[src/rtl/spi_2_req_sched.sv]
// Round-robin scheduler sharing one SPI master engine among NREQ requesters.
// One transaction in flight at a time: grant, start/done handshake with the master, respond.
module spi_2_req_sched #(
  parameter int NREQ         = 3,
  parameter int NSLAVES      = 4,
  parameter int S_ADDR_WIDTH = $clog2(NSLAVES),
  parameter int DWIDTH       = 32,
  parameter int AWIDTH       = 12,
  parameter int TIMEOUT      = 1023
) (
  input  logic                         clk,
  input  logic                         rst,
  input  logic [NREQ-1:0]              req_valid,
  output logic [NREQ-1:0]              req_ready,
  input  logic [NREQ-1:0]              req_rw,
  input  logic [NREQ*S_ADDR_WIDTH-1:0] req_sid,
  input  logic [NREQ*AWIDTH-1:0]       req_addr,
  input  logic [NREQ*DWIDTH-1:0]       req_wdata,
  output logic [NREQ-1:0]              rsp_valid,
  output logic [DWIDTH-1:0]            rsp_rdata,
  output logic                         rsp_err,
  output logic                         m_start,
  output logic                         m_rw,
  output logic [S_ADDR_WIDTH-1:0]      m_sid,
  output logic [AWIDTH-1:0]            m_addr,
  output logic [DWIDTH-1:0]            m_wdata,
  input  logic                         m_done,
  input  logic [DWIDTH-1:0]            m_rdata,
  output logic                         busy
);

  localparam int IW = $clog2(NREQ);
  localparam int CW = $clog2(TIMEOUT + 1);

  typedef enum logic [1:0] {IDLE, ISSUE, WAIT, RESP} state_t;

  state_t                  state_q, state_d;
  logic [IW-1:0]           last_q, last_d, grant_q, grant_d;
  logic [CW-1:0]           cnt_q, cnt_d;
  logic                    rw_q, rw_d, err_q, err_d;
  logic [S_ADDR_WIDTH-1:0] sid_q, sid_d;
  logic [AWIDTH-1:0]       addr_q, addr_d;
  logic [DWIDTH-1:0]       wdata_q, wdata_d, rdata_q, rdata_d;

  logic [S_ADDR_WIDTH-1:0] sid_arr   [NREQ];
  logic [AWIDTH-1:0]       addr_arr  [NREQ];
  logic [DWIDTH-1:0]       wdata_arr [NREQ];

  for (genvar i = 0; i < NREQ; i++) begin : g_unpack
    assign sid_arr[i]   = req_sid[i*S_ADDR_WIDTH +: S_ADDR_WIDTH];
    assign addr_arr[i]  = req_addr[i*AWIDTH +: AWIDTH];
    assign wdata_arr[i] = req_wdata[i*DWIDTH +: DWIDTH];
  end

  logic [IW-1:0] sel_idx, cand;
  logic          sel_found, sel_bad;

  // Search starts just after the last granted requester and wraps around.
  always_comb begin
    sel_found = 1'b0;
    sel_idx   = '0;
    cand      = '0;
    for (int k = 1; k <= NREQ; k++) begin
      cand = IW'((int'(last_q) + k) % NREQ);
      if (!sel_found && req_valid[cand]) begin
        sel_found = 1'b1;
        sel_idx   = cand;
      end
    end
  end

  // Unknown slave or a word write that is not 4-byte aligned never reaches the master.
  assign sel_bad = (int'(sid_arr[sel_idx]) >= NSLAVES) ||
                   (req_rw[sel_idx] && (addr_arr[sel_idx][1:0] != 2'b00));

  always_comb begin
    state_d   = state_q;
    last_d    = last_q;
    grant_d   = grant_q;
    cnt_d     = cnt_q;
    rw_d      = rw_q;
    sid_d     = sid_q;
    addr_d    = addr_q;
    wdata_d   = wdata_q;
    rdata_d   = rdata_q;
    err_d     = err_q;
    req_ready = '0;
    rsp_valid = '0;
    rsp_rdata = '0;
    rsp_err   = 1'b0;
    m_start   = 1'b0;
    unique case (state_q)
      IDLE: begin
        if (!rst && sel_found) begin
          req_ready[sel_idx] = 1'b1;
          grant_d = sel_idx;
          rw_d    = req_rw[sel_idx];
          sid_d   = sid_arr[sel_idx];
          addr_d  = addr_arr[sel_idx];
          wdata_d = wdata_arr[sel_idx];
          rdata_d = '0;
          err_d   = sel_bad;
          state_d = sel_bad ? RESP : ISSUE;
        end
      end
      ISSUE: begin
        m_start = 1'b1;
        cnt_d   = '0;
        state_d = WAIT;
      end
      WAIT: begin
        cnt_d = cnt_q + 1'b1;
        // m_done takes priority over a timeout expiring in the same cycle.
        if (m_done) begin
          rdata_d = rw_q ? '0 : m_rdata;
          err_d   = 1'b0;
          state_d = RESP;
        end else if (cnt_q == CW'(TIMEOUT - 1)) begin
          rdata_d = '0;
          err_d   = 1'b1;
          state_d = RESP;
        end
      end
      RESP: begin
        rsp_valid[grant_q] = 1'b1;
        rsp_rdata = rdata_q;
        rsp_err   = err_q;
        last_d    = grant_q;
        state_d   = IDLE;
      end
      default: state_d = IDLE;
    endcase
  end

  always_ff @(posedge clk) begin
    if (rst) begin
      state_q <= IDLE;
      last_q  <= IW'(NREQ - 1);
      grant_q <= '0;
      cnt_q   <= '0;
      rw_q    <= 1'b0;
      sid_q   <= '0;
      addr_q  <= '0;
      wdata_q <= '0;
      rdata_q <= '0;
      err_q   <= 1'b0;
    end else begin
      state_q <= state_d;
      last_q  <= last_d;
      grant_q <= grant_d;
      cnt_q   <= cnt_d;
      rw_q    <= rw_d;
      sid_q   <= sid_d;
      addr_q  <= addr_d;
      wdata_q <= wdata_d;
      rdata_q <= rdata_d;
      err_q   <= err_d;
    end
  end

  assign m_rw    = rw_q;
  assign m_sid   = sid_q;
  assign m_addr  = addr_q;
  assign m_wdata = wdata_q;
  assign busy    = (state_q != IDLE);

endmodule

[config.mk]
export PLATFORM = sky130hd
export DESIGN_NAME = spi_2_req_sched
export DESIGN_NICKNAME = d
export VERILOG_FILES = /design/src/rtl/spi_2_req_sched.sv
export SDC_FILE = /design/constraint.sdc
export NUM_CORES = 1
export LEC_CHECK = 0
export CORE_MARGIN = 3
export CORE_UTILIZATION = 30
export DETAILED_ROUTE_END_ITERATION = 10
export SETUP_SLACK_MARGIN = 0.3
export SLEW_MARGIN = 20
export SYNTH_ARGS = -nofsm -noshare
export SYNTH_HDL_FRONTEND = slang
export SYNTH_SLANG_ARGS = --single-unit
[constraint.sdc]
create_clock -name clk -period 4.6 [get_ports clk]
set_input_delay 0.92 -clock clk [delete_from_list [all_inputs] [get_ports clk]]
set_output_delay 0.92 -clock clk [all_outputs]
set_load 0.005 [all_outputs]
==> metrics.md <==
| Metric | Value |
|---|---|
| Via count | roughly 5300 |
| Post-Syn Area per Cell | 8.00 sq um |
| Die area | roughly 19000 sq um |
| Final Hold Viols | 0 |
| Hold endpoint | rdata_q[2] |
| Hold WC Path Type | register to register |
| Worst-path fanout max | 5 |
| Clk root buf | clkbuf_16 |
| Number of vias per cell | roughly 5 |
| Yosys warning total | 0 |
| Status | completed |
| RSZ-0062 raised after global routing | false |
| Post-synth top cells | dfxtp_1 (96), nand2_1 (89), nand3_1 (79), mux2i_1 (54), o21ai_1 (47) |
| Synth area leaders | dfxtp_1 (38%), mux2i_1 (11%), nand3_1 (7.8%), nand2_1 (6.6%), o21ai_1 (4.6%) |
| IO Pins | approximately 270 |
| Drt first pass iters | 4 |
| Routed Wire Length | 16800 um |
| Residual DRC | 0 |
| Clk_skew | 0.00721 ns |
| Initial antenna violation count | 1 |
| Reg2reg start | last_q[0] |
| Endpoints failing setup | 0 |
| Transition time of the tightest slew-check pin | 1.00 ns |
| Ys flop type | dfxtp_1 |
| WP data arrival | 3.23 ns |
| First-pass GRT wire length | 26500 um |
| CP Data Required Time | 3.68 ns |
| Asr flop ratio synth | 0% |
| Storage element area | 1920 sq um |
| Seq/Total Area, Yosys | 37.8% |
| Max clock buf depth | 2 |
| Post-layout min period | 4.15 ns |
| Flop2flop setup slack | 1.39 ns |
| CP startpoint kind | input pin |
| IO Port Bufs | about 270 |
| Nets | 1058 |
| Core footprint | 16200 sq um |
| Worst R2R Path Depth | 10 |
| Cell type with the largest total area after synthesis | dfxtp_1 |
| Final Util | 50.4% |
| CTS sink cnt | 96 |
| Syn nets | 825 |
| Synthesized cell area | between 5000 and 6000 sq um |
| GR Overflow Total | 0 |
| Clock Latency Late Sink | 0.34 ns |
| GPL Wtd Cong | 0.885 |
| Post-synth EDFFs | 0 |
| Most numerous cell in the Yosys netlist | dfxtp_1 |
| Finished Cell Area | slightly above 8000 sq um |
| Post-synth top area share | 37.8% |
| Launch point of the worst hold path | rdata_q[2] |
| Period utilisation layout | 90.2% |
| Maxcap violations | 0 |
| WL per Instance | 15.4 um |
| Leak | 3.05 nW |
| Area growth syn-to-layout | 60.7% |
| Slew HR | 33.1% |
| Fmax | ~240 MHz |
| Largest net degree at the start of global routing | 93 |
| Hold depth | 2 |
| Die height | 136 um |
| Total track usage | ~18% |
| Max VDD drop | 191 uV |
| CTS Buf Count | 9 |
| Layout cells sized above 1 | 4.81% |
| Critical R2R Capture | err_q |
| Initial DRC Count | 174 |
| Fin. max-slew vios | 0 |
| Post-route ant nets | 0 |
| Dpl hpwl | around 13000 um |
| H-tree Lvls | 3 |
| Area of the multi-input gates | approximately 2900 sq um |
| Initial Util | 31.4% |
| # fillers | ~1500 |
| # diodes | 0 |
| Cells after Synth | 636 |
| Clock slew at reported path FFs | 0.07 ns |
| CTS tree | built |
| Power density over the cells | ~400 nW/um^2 |
| Crit end category | primary output |
| Setup CP Type | input pin to primary output |
| Synth Register Bits | 96 |
| TNS Setup | 0 ns |
| Area of placed instances | ~7900 sq um |
| Die extent in x | 136 um |
| Number of global-route vias before repair | 5259 |
| Synth unique cells | 50 |
| Standard-cell rows | 46 |
==> sequential cells by signal (all words and copies together), names as in the netlist <==
signal	cells
err_q	1
m_wdata	32
m_sid	2
m_rw	1
cnt_q	10
state_q	2
last_q	2
rdata_q	32
grant_q	2
m_addr	12
==> final cells by class <==
type	count	share of cell area, %
timing repair buffer	273	33.2
clock buffer	9	2.75
tap	216	3.30
inverter	10	0.459
multi-input combinational	479	35.7
clock inverter	7	1.06
sequential	96	23.5
==> cell families (layout without fill, tap and decap cells) <==
family	Yosys count	count (layout)	share of synthesized area [%]
buf+inv	61	299	5.73
compound gates	159	159	18.5
flops	96	96	37.8
fa+ha+maj	10	10	2.46
xor+xnor	6	6	1.03
mux	54	54	10.6
simple gates	250	250	23.9
==> power by group <==
| group | internal, mW | switching [mW] |
|---|---|---|
| Combinational | 0.742 | 0.696 |
| Clock | 0.434 | 0.345 |
| Sequential | 1.03 | 0.116 |
| Total | 2.21 | 1.16 |
==> worst max-delay path, stage by stage <==
cell and delay (ns):
clkdlybuf4s50_1 0.57, nand3b_1 0.19, o21a_1 0.20, and4bb_4 0.24, or3_2 0.43, nor2_2 0.15, clkdlybuf4s50_1 0.53
==> placed cells by master, fill, tap and decap left out, types with 4 or more instances in the layout <==
master,instances
o211ai_1,4
xor2_1,6
inv_1,9
a31o_1,6
clkbuf_16,9
a21oi_1,40
nor2_1,22
o21ai_0,38
clkdlybuf4s50_1,265
nand2_1,89
o21ai_1,47
a211oi_2,4
buf_4,7
and2_1,33
nand3_1,79
mux2i_1,54
ha_1,9
nand2b_1,4
dfxtp_1,96
==> routing by layer <==
metal / track usage, % / wire length, um / vias to the layer above
li1: - / - / 2684
met4: 5.38 / 301 / 2
met5: 0 / 13 / -
met2: 30.2 / 8030 / 220
met3: 7.96 / 1850 / 24
met1: 20.1 / 6630 / 2364
==> repair_timing <==
action | 4_1_cts | 5_1_grt
endpoints found under the setup margin | 0 | 1
resized for setup | 0 | 1
buffers inserted | 0 | 1
hold buffers | 0 | 0
==> per-stage QoR <==
stage                     instances  worst slack (ns)  total power, mW  hold WS (ns)
after detailed placement       1073             0.381             2.60         0.442
final                          1090             0.449             3.36         0.449
after global routing           1090             0.342             3.60         0.466
after global placement         1073             0.452             2.59         0.435
after floorplan                 636              1.46             1.90         0.427
after CTS                      1089             0.372             3.40         0.452
==> how the worst max path moves through the flow <==
stage                  from  depth (start not counted)           end  slack, ns
2_1_floorplan  req_valid[1]                          7  req_ready[2]       1.46
3_3_place_gp   req_valid[2]                          7  req_ready[2]       0.45
3_5_place_dp   req_valid[2]                          7  req_ready[2]       0.38
4_1_cts        req_valid[2]                          7  req_ready[2]       0.37
5_1_grt        req_valid[1]                          7  req_ready[2]       0.34
6_report       req_valid[1]                          7  req_ready[2]       0.45
No activity file was read; power rests on OpenSTA's default activity.
